`config.mk`:
```
export PLATFORM = sky130hd
export DESIGN_NAME = logic_cfg_writer_flat
export DESIGN_NICKNAME = d
export VERILOG_FILES = /design/src/rtl/logic_cfg_writer_if.sv /design/src/rtl/logic_cfg_writer.sv /design/src/flat_wrapper.sv
export SDC_FILE = /design/constraint.sdc
export NUM_CORES = 1
export LEC_CHECK = 0
export ABC_AREA = 1
export CAP_MARGIN = 20
export CELL_PAD_IN_SITES_DETAIL_PLACEMENT = 2
export CELL_PAD_IN_SITES_GLOBAL_PLACEMENT = 2
export CORE_ASPECT_RATIO = 0.6
export CORE_MARGIN = 2
export CORE_UTILIZATION = 34
export CTS_BUF_LIST = sky130_fd_sc_hd__clkbuf_16
export CTS_CLUSTER_SIZE = 10
export DETAILED_ROUTE_END_ITERATION = 10
export GPL_TIMING_DRIVEN = 0
export PLACE_DENSITY_LB_ADDON = 0.05
export RECOVER_POWER = 25
export SLEW_MARGIN = 15
export SYNTH_ARGS = -nofsm -noshare
export SYNTH_HDL_FRONTEND = slang
export SYNTH_SLANG_ARGS = --single-unit
```
`constraint.sdc`:
```
create_clock -name qck -period 3.4 [get_ports qck]
set_input_delay 0.51 -clock qck [delete_from_list [all_inputs] [get_ports qck]]
set_output_delay 0.51 -clock qck [all_outputs]
set_load 0.01 [all_outputs]
```
`src/rtl/logic_cfg_writer_if.sv`:
```
// Word handshake between a configuration source and the chain writer.
interface logic_cfg_writer_if;
    logic       cfg_valid;
    logic       cfg_ready;
    logic [8:0] cfg_data;

    modport master (output cfg_valid, output cfg_data, input cfg_ready);
    modport slave  (input cfg_valid, input cfg_data, output cfg_ready);
endinterface

```
`src/rtl/logic_cfg_writer.sv`:
```
// Streams 9-bit cell words onto a serial configuration chain, capturing the
// previous chain contents as readback, then strobes the cell latches.
//
// state   | meaning
// S_IDLE  | waiting for start
// S_WAIT  | ready for the next cell word
// S_SHIFT | shifting one word out on sdo, readback in on sdi
// S_LOAD  | one-cycle transfer of the chain into the cell latches
module logic_cfg_writer #(
    parameter int NCELLS = 8,
    parameter int WORD_W = 9
) (
    input  logic                 qck,
    input  logic                 qrn,
    input  logic                 start,
    logic_cfg_writer_if.slave    cfg,
    output logic                 sen,
    output logic                 sdo,
    input  logic                 sdi,
    output logic                 cload,
    output logic                 rd_valid,
    output logic [WORD_W-1:0]    rd_data,
    output logic                 busy,
    output logic                 done
);

    localparam logic [5:0] LAST_CELL = 6'(NCELLS - 1);
    localparam logic [3:0] LAST_BIT  = 4'(WORD_W - 1);

    typedef enum logic [1:0] {
        S_IDLE,
        S_WAIT,
        S_SHIFT,
        S_LOAD
    } state_t;

    state_t            state;
    state_t            state_nxt;
    logic [5:0]        cell_cnt;
    logic [3:0]        bit_cnt;
    logic [WORD_W-1:0] sreg;
    logic [WORD_W-1:0] sreg_nxt;
    logic              hs;
    logic              last_bit;

    assign hs       = cfg.cfg_valid & cfg.cfg_ready;
    assign last_bit = (bit_cnt == LAST_BIT);
    // Readback enters at the top so the far-end bit lands in bit0 after a word.
    assign sreg_nxt = {sdi, sreg[WORD_W-1:1]};

    always_ff @(posedge qck or negedge qrn) begin
        if (!qrn) begin
            state <= S_IDLE;
        end else begin
            state <= state_nxt;
        end
    end

    always_comb begin
        state_nxt     = state;
        cfg.cfg_ready = 1'b0;
        sen           = 1'b0;
        cload         = 1'b0;
        done          = 1'b0;
        busy          = 1'b1;
        case (state)
            S_IDLE: begin
                busy = 1'b0;
                if (start) state_nxt = S_WAIT;
            end
            S_WAIT: begin
                cfg.cfg_ready = 1'b1;
                if (hs) state_nxt = S_SHIFT;
            end
            S_SHIFT: begin
                sen = 1'b1;
                if (last_bit) state_nxt = (cell_cnt == LAST_CELL) ? S_LOAD : S_WAIT;
            end
            S_LOAD: begin
                cload     = 1'b1;
                done      = 1'b1;
                state_nxt = S_IDLE;
            end
            default: state_nxt = S_IDLE;
        endcase
    end

    // Gating keeps the chain input quiet whenever it is not shifting.
    assign sdo = sen & sreg[0];

    always_ff @(posedge qck or negedge qrn) begin
        if (!qrn) begin
            cell_cnt <= '0;
            bit_cnt  <= '0;
            sreg     <= '0;
            rd_valid <= 1'b0;
            rd_data  <= '0;
        end else begin
            rd_valid <= 1'b0;
            case (state)
                S_IDLE: begin
                    if (start) cell_cnt <= '0;
                end
                S_WAIT: begin
                    if (hs) begin
                        sreg    <= cfg.cfg_data;
                        bit_cnt <= '0;
                    end
                end
                S_SHIFT: begin
                    sreg    <= sreg_nxt;
                    bit_cnt <= bit_cnt + 4'd1;
                    if (last_bit) begin
                        rd_valid <= 1'b1;
                        rd_data  <= sreg_nxt;
                        if (cell_cnt != LAST_CELL) cell_cnt <= cell_cnt + 6'd1;
                    end
                end
                default: ;
            endcase
        end
    end

endmodule

```
`src/flat_wrapper.sv`:
```
// flat-port wrapper written by rule: the top's interface ports become plain ports
module logic_cfg_writer_flat 
#(
    parameter int NCELLS = 8,
    parameter int WORD_W = 9
)
  (qck, qrn, start, sen, sdo, sdi, cload, rd_valid, rd_data, busy, done, cfg_cfg_valid, cfg_cfg_data, cfg_cfg_ready);
  logic_cfg_writer_if cfg_i ();
  input  logic qck;
  input  logic qrn;
  input  logic start;
  output logic sen;
  output logic sdo;
  input  logic sdi;
  output logic cload;
  output logic rd_valid;
  output logic [WORD_W-1:0] rd_data;
  output logic busy;
  output logic done;
  input wire logic [$bits(cfg_i.cfg_valid)-1:0] cfg_cfg_valid;
  input wire logic [$bits(cfg_i.cfg_data)-1:0] cfg_cfg_data;
  output wire logic [$bits(cfg_i.cfg_ready)-1:0] cfg_cfg_ready;
  assign cfg_i.cfg_valid = cfg_cfg_valid;
  assign cfg_i.cfg_data = cfg_cfg_data;
  assign cfg_cfg_ready = cfg_i.cfg_ready;
  logic_cfg_writer #(.NCELLS(NCELLS), .WORD_W(WORD_W)) u_core (.qck(qck), .qrn(qrn), .start(start), .cfg(cfg_i), .sen(sen), .sdo(sdo), .sdi(sdi), .cload(cload), .rd_valid(rd_valid), .rd_data(rd_data), .busy(busy), .done(done));
endmodule
```
== Word-level counts from Yosys, hierarchy flattened ==
Cells that the tools add are included.
Cells by class
  add/sub/neg operators: 2
  eq/ne operators: 10
  multiplexer cells: 19
  bitwise gates (word level): 2
  reduce and logical (&&, ||, !) cells: 7
Operator list (count)
  $mux W6: 3
  $pmux W9 S2: 1
  $pmux W6 S2: 1
  $mux W9: 1
  $mux W2: 4
  $pmux W2 S4: 1
  $pmux W4 S2: 1
  $add A6 B1 Y6 const B: 1
  $eq A6 B3 Y1 const B: 1
  $mux W1: 6
  $ne A2 B1 Y1 const B: 3
  $ne A6 B3 Y1 const B: 1
  $add A4 B1 Y4 const B: 1
  $eq A2 B2 Y1 const B: 2
  $eq A4 B4 Y1 const B: 1
  $mux W4: 1
  $reduce_and A2 Y1: 2
  $reduce_and A4 Y1: 1
  $reduce_bool A2 Y1: 2
  $reduce_and A3 Y1: 1
  $and A1 B1 Y1: 2
  $eq A2 B1 Y1 const B: 1
  $logic_not A2 Y1: 1
  $ne A2 B2 Y1 const B: 1
Word-level totals
  flip-flop bits (word level): 31
  input bits: 14
  logic and storage cells: 46

== Logic depth before layout (Yosys ltp) ==
Gate-level depths: netlist of run 1.
  word-level depth: 5
  gate-level depth with buffers: 8

== Least setup slack after synthesis of run 1 ==
No wires, ideal clock.
  path kind: flip-flop to output port
  start: reg u_core.state[0]
  end: out sen
  arrival: 0.829 ns
  required time: 2.890 ns
  path slack: 2.061 ns
  cell stages (with the launch flop): 5
  buffers on the path: 1
  cells stage by stage: dfrtp_1 inv_2 nand2_4 inv_6 buf_4
Between the ends
  word-level cells in the longest chain between the ends: 2
RTL lines
  start, declared: RTL line logic_cfg_writer.sv:37  | state_t state;
  start signal, assigned: RTL line logic_cfg_writer.sv:55  | state <= state_nxt;
  $eq A2 B2 Y1: RTL line logic_cfg_writer.sv:66  | case (state)
  $mux W1: RTL line logic_cfg_writer.sv:66
  end, declared: RTL line flat_wrapper.sv:12  | output logic sen;
No other way between the ends.

== Worst setup path in the final report of run 1 ==
Ends and elaborated chain as after synthesis.

==> impl_metrics.toml, run 1 <==
[finish]
final_layout_size_suffix_gt1_frac = 0.212
post-route-util = 0.462
diodes = 0
final_nets = 225
final_cell_area_sq_um = 2100
final_common_cell = "nand2_1"
layout_common_cells = "nand2_1, dfrtp_1, clkdlybuf4s50_1"
syn_to_final_growth_pct = 31.0

[place]
place_area_sq_um = 1960
port_buffers = 29
dp_hpwl_microns = 3080
place.gp.congestion = 0.795

[worst_setup_path]
cp.required_ns = 2.89
crit_type = "flip-flop to output port"
crit_arrival_ns = 1.78
worst-r2r-cell-count = 8
cp-start-kind = "flip-flop"
endpoint_kind = "output port"
crit_fanout = 10

[clock_network]
cts.sinks = 31
cts_tree = "yes"
clk_latency_ns = 0.27
cts_buffer_depth = 2
cts_buffers = 5
post_cts_buffers = 0
path_clk_slew_ns = 0.05
post_cts_resized = 0
cts_root_buf = "clkbuf_16"
hold_buffers = 0
htreeDepth = 2

[sta]
relSlewSlack = -0.140
fmax_ghz = 0.437
finalHoldViolCount = 0
rsz0062_at_grt = "no"
worst_slew_pin_slew_ns = 1.71
tns_ns = 0
setup_viol = 0
fin_crit_sh = 0.673
skew_ns = 0.00295
min_period_ns = 2.29
slew_viol_final = 32

[yosys]
synth_compound_area_frac = 0.203
muxShareOfSynthArea = 0
synth_fp_nets = 189
synth.avg_cell_area_sq_um = 9.30
syn_inst = 172
synth-seq-cells = 31
synth.distinct_cells = 27
synth_adder_area_share = 0.0235
synth_area_sq_um = 1600
synth_top_family_by_area = "compound AO/OA/AOI/OAI gates"
yosysSeqAreaShare = 0.485
synth_xor_area_frac = 0.00547
yosys.area_share.simple = 0.181
yosys_warnings = 0

[power_and_ir_drop]
internal-power_mw = 1.16
comb_power_share = 0.456
seqPwrFrac = 0.324
pwr_density_cell_nw_per_um2 = 889
power.net_switching_mw = 0.708
ir_worst_vdd_mv = 0.303
switching_share = 0.379
power.share.clock = 0.219
total_leakage_power_nw = 0.929

[global_routing]
antenna_found_initial = 0
grt_pass1_wl_microns = 7230
grt_pass1_vias = 1458
grt_max_degree = 32
overflow = 0
gr-usage-all-layers = 0.179

[drt]
drt_iter0_markers = 42
detail-route-antenna-nets = 0
totalWireLength_microns = 4180
vias_per_cell = 4.85
first_pass_iters = 4
drc_errors = 0
wl_per_cell_microns = 15.4
vias = 1313

[min_path]
hold_depth = 2
hold_class = "flip-flop to flip-flop"

[die]
dieArea_sq_um = 5290
core_sq_um = 4540
row_count = 19
die_w_microns = 92.6
ioPinCount = 30
die_h_microns = 57.1
start_util = 0.352

[status]
status = "finished with violations"
failed_checks = "max-capacitance violations, max-slew violations"

[job]
maxCapViolCount = 1
synth_stat cells (all sizes together):
| cell | number | share of area |
|---|---|---|
| inv | 24 | 0.059 |
| nor2 | 7 | 0.023 |
| o211ai | 10 | 0.047 |
| ha | 3 | 0.023 |
| nand3 | 8 | 0.036 |
| o21ai | 32 | 0.14 |
| o22ai | 1 | 0.0039 |
| a21oi | 3 | 0.0094 |
| xnor2 | 1 | 0.0055 |
| or2 | 1 | 0.0039 |
| nand2 | 43 | 0.12 |
| o21a | 1 | 0.0047 |
| dfrtp | 31 | 0.48 |
| buf | 7 | 0.044 |
metrics by stage:
step | cells | setup slack [ns] | hold WS, ns | total power, mW
final | 271 | 1.11 | 0.483 | 1.86
after global routing | 271 | 1.03 | 0.519 | 2.02
after CTS | 271 | 1.09 | 0.316 | 1.90
after detailed placement | 264 | 1.40 | 0.475 | 1.47
after global placement | 264 | 1.17 | 0.464 | 1.42
after floorplan | 172 | 2.06 | 0.214 | 1.12
power groups by stage:
stage | Clock (mW) | Sequential, mW | Combinational (mW)
after floorplan | 0 | 0.617 | 0.507
after global placement | 0 | 0.595 | 0.820
after detailed placement | 0 | 0.610 | 0.862
after CTS | 0.424 | 0.607 | 0.870
after global routing | 0.444 | 0.621 | 0.953
final | 0.409 | 0.605 | 0.851
state kept, by name, summed over array words and instances, names as in the netlist:
signal and count:
u_core.state 2, u_core.rd_valid 1, u_core.rd_data 9, u_core.sreg 9, u_core.cell_cnt 6, u_core.bit_cnt 4
final cells by class:
cell class	count	area, sq um
buffer	7	70.1
clock buffer	5	125
clock inverter	2	8.76
fill	493	2440
inverter	24	95.1
multi-input combinational	110	659
sequential	31	776
tap	63	78.8
timing repair buffer	29	284
logic make-up (layout without fill, tap and decap cells):
logic type	Yosys count	after routing
flip-flops	31	31
XOR/XNOR	1	1
adder cells (fa/ha/maj)	3	3
AND/OR/NAND/NOR	59	59
AO/OA/AOI/OAI	47	47
buffers and inverters	31	67
worst max-delay path, stage by stage (launching register included):
cell and delay (ns):
dfrtp_1 0.40, inv_2 0.11, nand2_4 0.11, inv_6 0.13, buf_4 0.19, clkdlybuf4s50_1 0.56
path summary, 6_finish.rpt:
kind,startpoint,to,slack (ns)
setup / recovery,u_core.state[0],sen,1.11
hold / removal,u_core.rd_data[2],u_core.rd_data[2],0.48
setup reg to reg,u_core.bit_cnt[0],u_core.rd_data[7],1.92
hold reg to reg,u_core.rd_data[2],u_core.rd_data[2],0.48
max in group asynchronous,qrn,u_core.state[0],1.72
min in group asynchronous,qrn,u_core.rd_data[7],0.68
routing by layer:
metal | track usage | vias to the layer above | part of all wire
li1 | - | 631 | -
met1 | 0.249 | 651 | 0.48
met2 | 0.281 | 27 | 0.48
met3 | 0.0423 | 4 | 0.039
met4 | 0.0576 | 0 | 0.0072
met5 | 0 | - | 0
Power figures use the tool's default switching activity.
==> run 2, diff against run 1 <==
Settings changed: CORE_UTILIZATION 34 to 28.
Clock period 3.4 ns to 2.08 ns, I/O delays scaled along.
==> impl_metrics.toml, run 2 (synthesis results as in run 1) <==
[status]
status = "finished with violations"
failed_checks = "max-capacitance violations, max-slew violations"

[place]
place.gp.congestion = 0.706
place_area_sq_um = 1990
port_buffers = 29
dp_hpwl_microns = 3070

[global_routing]
gr-usage-all-layers = 0.147
grt_max_degree = 32
grt_pass1_wl_microns = 7110
grt_pass1_vias = 1388
antenna_found_initial = 0
overflow = 0

[die]
row_count = 21
die_w_microns = 102
start_util = 0.289
die_h_microns = 62.6
ioPinCount = 30
dieArea_sq_um = 6360
core_sq_um = 5540

[sta]
rsz0062_at_grt = "no"
slew_viol_final = 32
worst_slew_pin_slew_ns = 1.69
tns_ns = 0
skew_ns = 0.00400
fmax_ghz = 0.533
min_period_ns = 1.88
fin_crit_sh = 0.902
setup_viol = 0
relSlewSlack = -0.126
finalHoldViolCount = 0

[drt]
totalWireLength_microns = 4140
drc_errors = 0
first_pass_iters = 4
vias_per_cell = 4.52
drt_iter0_markers = 51
vias = 1301
wl_per_cell_microns = 14.4
detail-route-antenna-nets = 0

[min_path]
hold_class = "input pin to async pin"

[finish]
reg_top3 = "u_core.rd_data: 9 flops, u_core.sreg: 9 flops, u_core.cell_cnt: 6 flops"
layout_common_cells = "nand2_1, dfrtp_1, clkdlybuf4s50_1"
final_layout_size_suffix_gt1_frac = 0.212
final_nets = 225
final_cell_area_sq_um = 2120
post-route-util = 0.382
syn_to_final_growth_pct = 32.3
diodes = 0
final_common_cell = "nand2_1"

[clock_network]
cts_buffers = 5
htreeDepth = 2
cts_buffer_depth = 2
path_clk_slew_ns = 0.05
clk_latency_ns = 0.27
cts_root_buf = "clkbuf_16"
cts.sinks = 31
post_cts_buffers = 0
cts_tree = "yes"

[worst_setup_path]
reg2reg_from = "u_core.bit_cnt[0]"
cpMaxStageDelayCell = "clkdlybuf4s50_1"
cp.buffers_inverters = 2
crit_chain = "inv_2, nand2_4, nor2_1, clkdlybuf4s50_1"
cpPeakStageDelay_ns = 0.54
cp.required_ns = 1.77
crit_fanout = 7
crit_type = "flip-flop to output port"
crit_arrival_ns = 1.57
cp-start-kind = "flip-flop"
endpoint_kind = "output port"
critPathTopFamily = "buffers and inverters"
crit_start = "u_core.state[0]"

[job]
maxCapViolCount = 1

[power_and_ir_drop]
ir_worst_vdd_mv = 0.398
pwr_density_cell_nw_per_um2 = 1440
total_leakage_power_nw = 0.932
[run 2: repair_timing]
item                       4_1_cts  5_1_grt
hold buffers                     0        0
setup endpoints to repair        1        0
resized for setup                1        0
[run 2: worst paths after layout]
path                            cells after the start  slack (ns)                  to
worst max-delay path                                4        0.20                 sdo
worst min-delay path                                1        0.47   u_core.rd_data[7]
worst max register to register                      8        0.60   u_core.rd_data[7]
worst min register to register                      2        0.48   u_core.rd_data[1]
max in group asynchronous                           1        0.63  u_core.cell_cnt[3]
min in group qck                                    2        0.48   u_core.rd_data[1]
[run 2: power breakdown]
part / internal, mW / switching, mW / total, mW
clock: 0.429 / 0.253 / 0.683
combinational: 0.611 / 0.772 / 1.38
sequential: 0.845 / 0.130 / 0.975
total: 1.89 / 1.15 / 3.04
[run 2: layout make-up]
| class | instances | area [sq um] |
|---|---|---|
| Fill cell | 600 | 3430 |
| Sequential cell | 31 | 776 |
| Multi-Input combinational cell | 110 | 659 |
| Timing Repair Buffer | 29 | 283 |
| Clock buffer | 5 | 125 |
| Tap cell | 80 | 100 |
| Inverter | 24 | 95.1 |
| Buffer | 7 | 70.1 |
| Clock inverter | 2 | 8.76 |
[run 2: metal layers]
metal / vias to the layer above / track usage / wire length (microns)
li1: 633 / - / -
met1: 639 / 0.222 / 2210
met2: 25 / 0.198 / 1720
met3: 4 / 0.0481 / 173
met4: 0 / 0.0389 / 32
met5: - / 0 / 0
[run 2: through the flow]
| step | std cells | power (mW) | setup WS [ns] | hold slack (ns) |
|---|---|---|---|---|
| after floorplan | 172 | 1.84 | 0.799 | 0.0164 |
| after global placement | 281 | 2.34 | 0.0470 | 0.465 |
| after detailed placement | 281 | 2.39 | 0.266 | 0.415 |
| after CTS | 288 | 3.10 | 0.171 | 0.123 |
| after global routing | 288 | 3.32 | 0.0967 | 0.514 |
| final | 288 | 3.04 | 0.203 | 0.471 |
==> run 3, diff against run 2 <==
Settings changed: ABC_AREA 1 to 0, CORE_UTILIZATION 28 to 30.
==> impl_metrics.toml, run 3 <==
[status]
failed_checks = "max-capacitance violations, max-slew violations"
status = "finished with violations"

[die]
row_count = 20
die_w_microns = 100
dieArea_sq_um = 6200
start_util = 0.321
core_sq_um = 5200
die_h_microns = 61.8
ioPinCount = 30

[drt]
totalWireLength_microns = 4730
detail-route-antenna-nets = 0
drc_errors = 0
drt_iter0_markers = 20
vias_per_cell = 5.09
wl_per_cell_microns = 18.4
vias = 1309
first_pass_iters = 4

[yosys]
synth_commonest_cells = "dfrtp_1, nand2_1, o21ai_0"
synth.avg_cell_area_sq_um = 11.1
synth_most_common_cell = "dfrtp_1"
yosysTopAreaCell = "dfrtp_1"
synth_edf_count = 0
syn_inst = 151
synth_area_leaders = "dfrtp_1, mux2_2, mux2_4, mux2i_1, o21ai_0"
synth-async-reset-ratio = 1.00
synth-seq-cells = 31
yosys_warnings = 0
synth_area_sq_um = 1670
synth_ff_type = "dfrtp_1"
yosysSeqAreaShare = 0.464
synth.distinct_cells = 41
synth_fp_nets = 168
synth_top_area_share = 0.464

[finish]
final_common_cell = "dfrtp_1"
final_layout_size_suffix_gt1_frac = 0.241
instances_no_fill = 257
syn_to_final_growth_pct = 32.9
post-route-util = 0.426
fillers = 548
reg_top3 = "u_core.rd_data: 9 flops, u_core.sreg: 9 flops, u_core.cell_cnt: 6 flops"
final_cell_area_sq_um = 2220
final_nets = 207
diodes = 0
layout_common_cells = "dfrtp_1, clkdlybuf4s50_1, nand2_1"

[global_routing]
grt_pass1_vias = 1442
gr-usage-all-layers = 0.164
overflow = 0
grt_max_degree = 32
grt_pass1_wl_microns = 7550
antenna_found_initial = 0

[worst_setup_path]
worst-r2r-cell-count = 6
rr_endpoint = "u_core.rd_data[3]"
cp.buffers_inverters = 3
endpoint_kind = "output port"
crit_chain = "buf_6, clkbuf_2, nor2_1, clkdlybuf4s50_1"
critPathTopFamily = "buffers and inverters"
reg2reg_from = "u_core.bit_cnt[0]"
crit_fanout = 10
cp-start-kind = "flip-flop"
cp.required_ns = 1.77
r2r_slack_ns = 0.37
cpPeakStageDelay_ns = 0.54
crit_type = "flip-flop to output port"
crit_arrival_ns = 1.69
cpMaxStageDelayCell = "clkdlybuf4s50_1"

[clock_network]
hold_buffers = 0
htreeDepth = 2
cts_buffer_depth = 2
cts_tree = "yes"
cts.sinks = 31
path_clk_slew_ns = 0.05
clk_latency_ns = 0.27
cts_buffers = 5
cts_root_buf = "clkbuf_16"

[power_and_ir_drop]
ir_worst_vdd_mv = 0.374
total_leakage_power_nw = 1.07
switching_share = 0.352
power.total_mw = 2.57
seqPwrFrac = 0.344
power.net_switching_mw = 0.905
pwr_density_cell_nw_per_um2 = 1160
internal-power_mw = 1.66
comb_power_share = 0.388
power.share.clock = 0.268

[sta]
skew_ns = 0.00502
min_period_ns = 2.01
worst_slew_pin_slew_ns = 1.79
relSlewSlack = -0.193
slew_viol_final = 32
finalHoldViolCount = 0
rsz0062_at_grt = "no"
fmax_ghz = 0.498
setup_viol = 0
fin_crit_sh = 0.965

[min_path]
min-delay-start = "u_core.rd_data[1]"
hold_depth = 1
hold_class = "flip-flop to flip-flop"
holdPathEnd = "u_core.rd_data[1]"

[place]
port_buffers = 29
place_area_sq_um = 2040
place.gp.congestion = 0.720
dp_hpwl_microns = 3380
dpl.cell_count = 246

[job]
maxCapViolCount = 1
[run 3: cell count changes after synthesis, moves of 8 or more]
| cell | change |
|---|---|
| o21ai_2 | -16 |
| o211ai_1 | -10 |
| mux2_2 | +11 |
| mux2_4 | +8 |
| nand2_1 | -23 |
| inv_1 | -15 |
| mux2i_1 | +9 |
[run 3: area by class of cell]
class	count	area, sq um	share of cell area
clock inverter	3	11.3	0.00507
sequential	31	776	0.349
buffer	9	83.8	0.0378
tap	66	82.6	0.0372
multi-input combinational	104	810	0.365
clock buffer	5	125	0.0564
timing repair buffer	32	303	0.136
inverter	7	28.8	0.0130
[run 3: through the flow]
stage          setup slack, ns  setup TNS (ns)  hold WS, ns
2_1_floorplan            0.596               0       0.0164
3_3_place_gp           0.00688               0        0.488
3_5_place_dp            0.0532               0        0.428
4_1_cts                -0.0152         -0.0152        0.140
5_1_grt                 0.0119               0        0.531
6_report                0.0734               0        0.512
[run 3: cell families after synthesis]
| logic type | count (synthesis) | share of synthesized area |
|---|---|---|
| simple gates | 38 | 0.120 |
| compound gates | 34 | 0.137 |
| flops | 31 | 0.464 |
| mux | 28 | 0.200 |
| buf+inv | 16 | 0.0509 |
| fa+ha+maj | 3 | 0.0225 |
| xor+xnor | 1 | 0.00524 |
[run 3: worst max-delay path by stage]
stage | start | end | slack (ns) | cells past startpoint
global route | u_core.state[0] | sdo | 0.01 | 5
detailed placement | u_core.state[0] | done | 0.05 | 5
global placement | qrn | u_core.rd_data[4] | 0.007 | 1
finish | u_core.state[1] | cfg_cfg_ready | 0.07 | 4
CTS | u_core.state[0] | done | -0.02 | 5
floorplan | u_core.bit_cnt[0] | u_core.rd_data[0] | 0.60 | 6
[run 3: layer usage]
metal,vias up,GRT usage,share of wire
met3,2,0.0414,0.027
met5,-,0,0
li1,613,-,-
met2,22,0.272,0.46
met1,672,0.224,0.51
met4,0,0.0294,0.0032
[run 3: power groups by stage]
stage	Clock, mW	Combinational (mW)	Sequential [mW]
floorplan	0	0.620	0.845
global placement	0	0.882	0.881
detailed placement	0	0.936	0.889
CTS	0.712	0.970	0.883
global route	0.745	1.11	0.908
finish	0.688	0.997	0.885
[run 3: what timing repair did]
action                     in CTS  in global routing
pin swaps                       0                  0
setup endpoints to repair       5                  2
gates resized for setup        11                  4
buffers inserted                0                  3
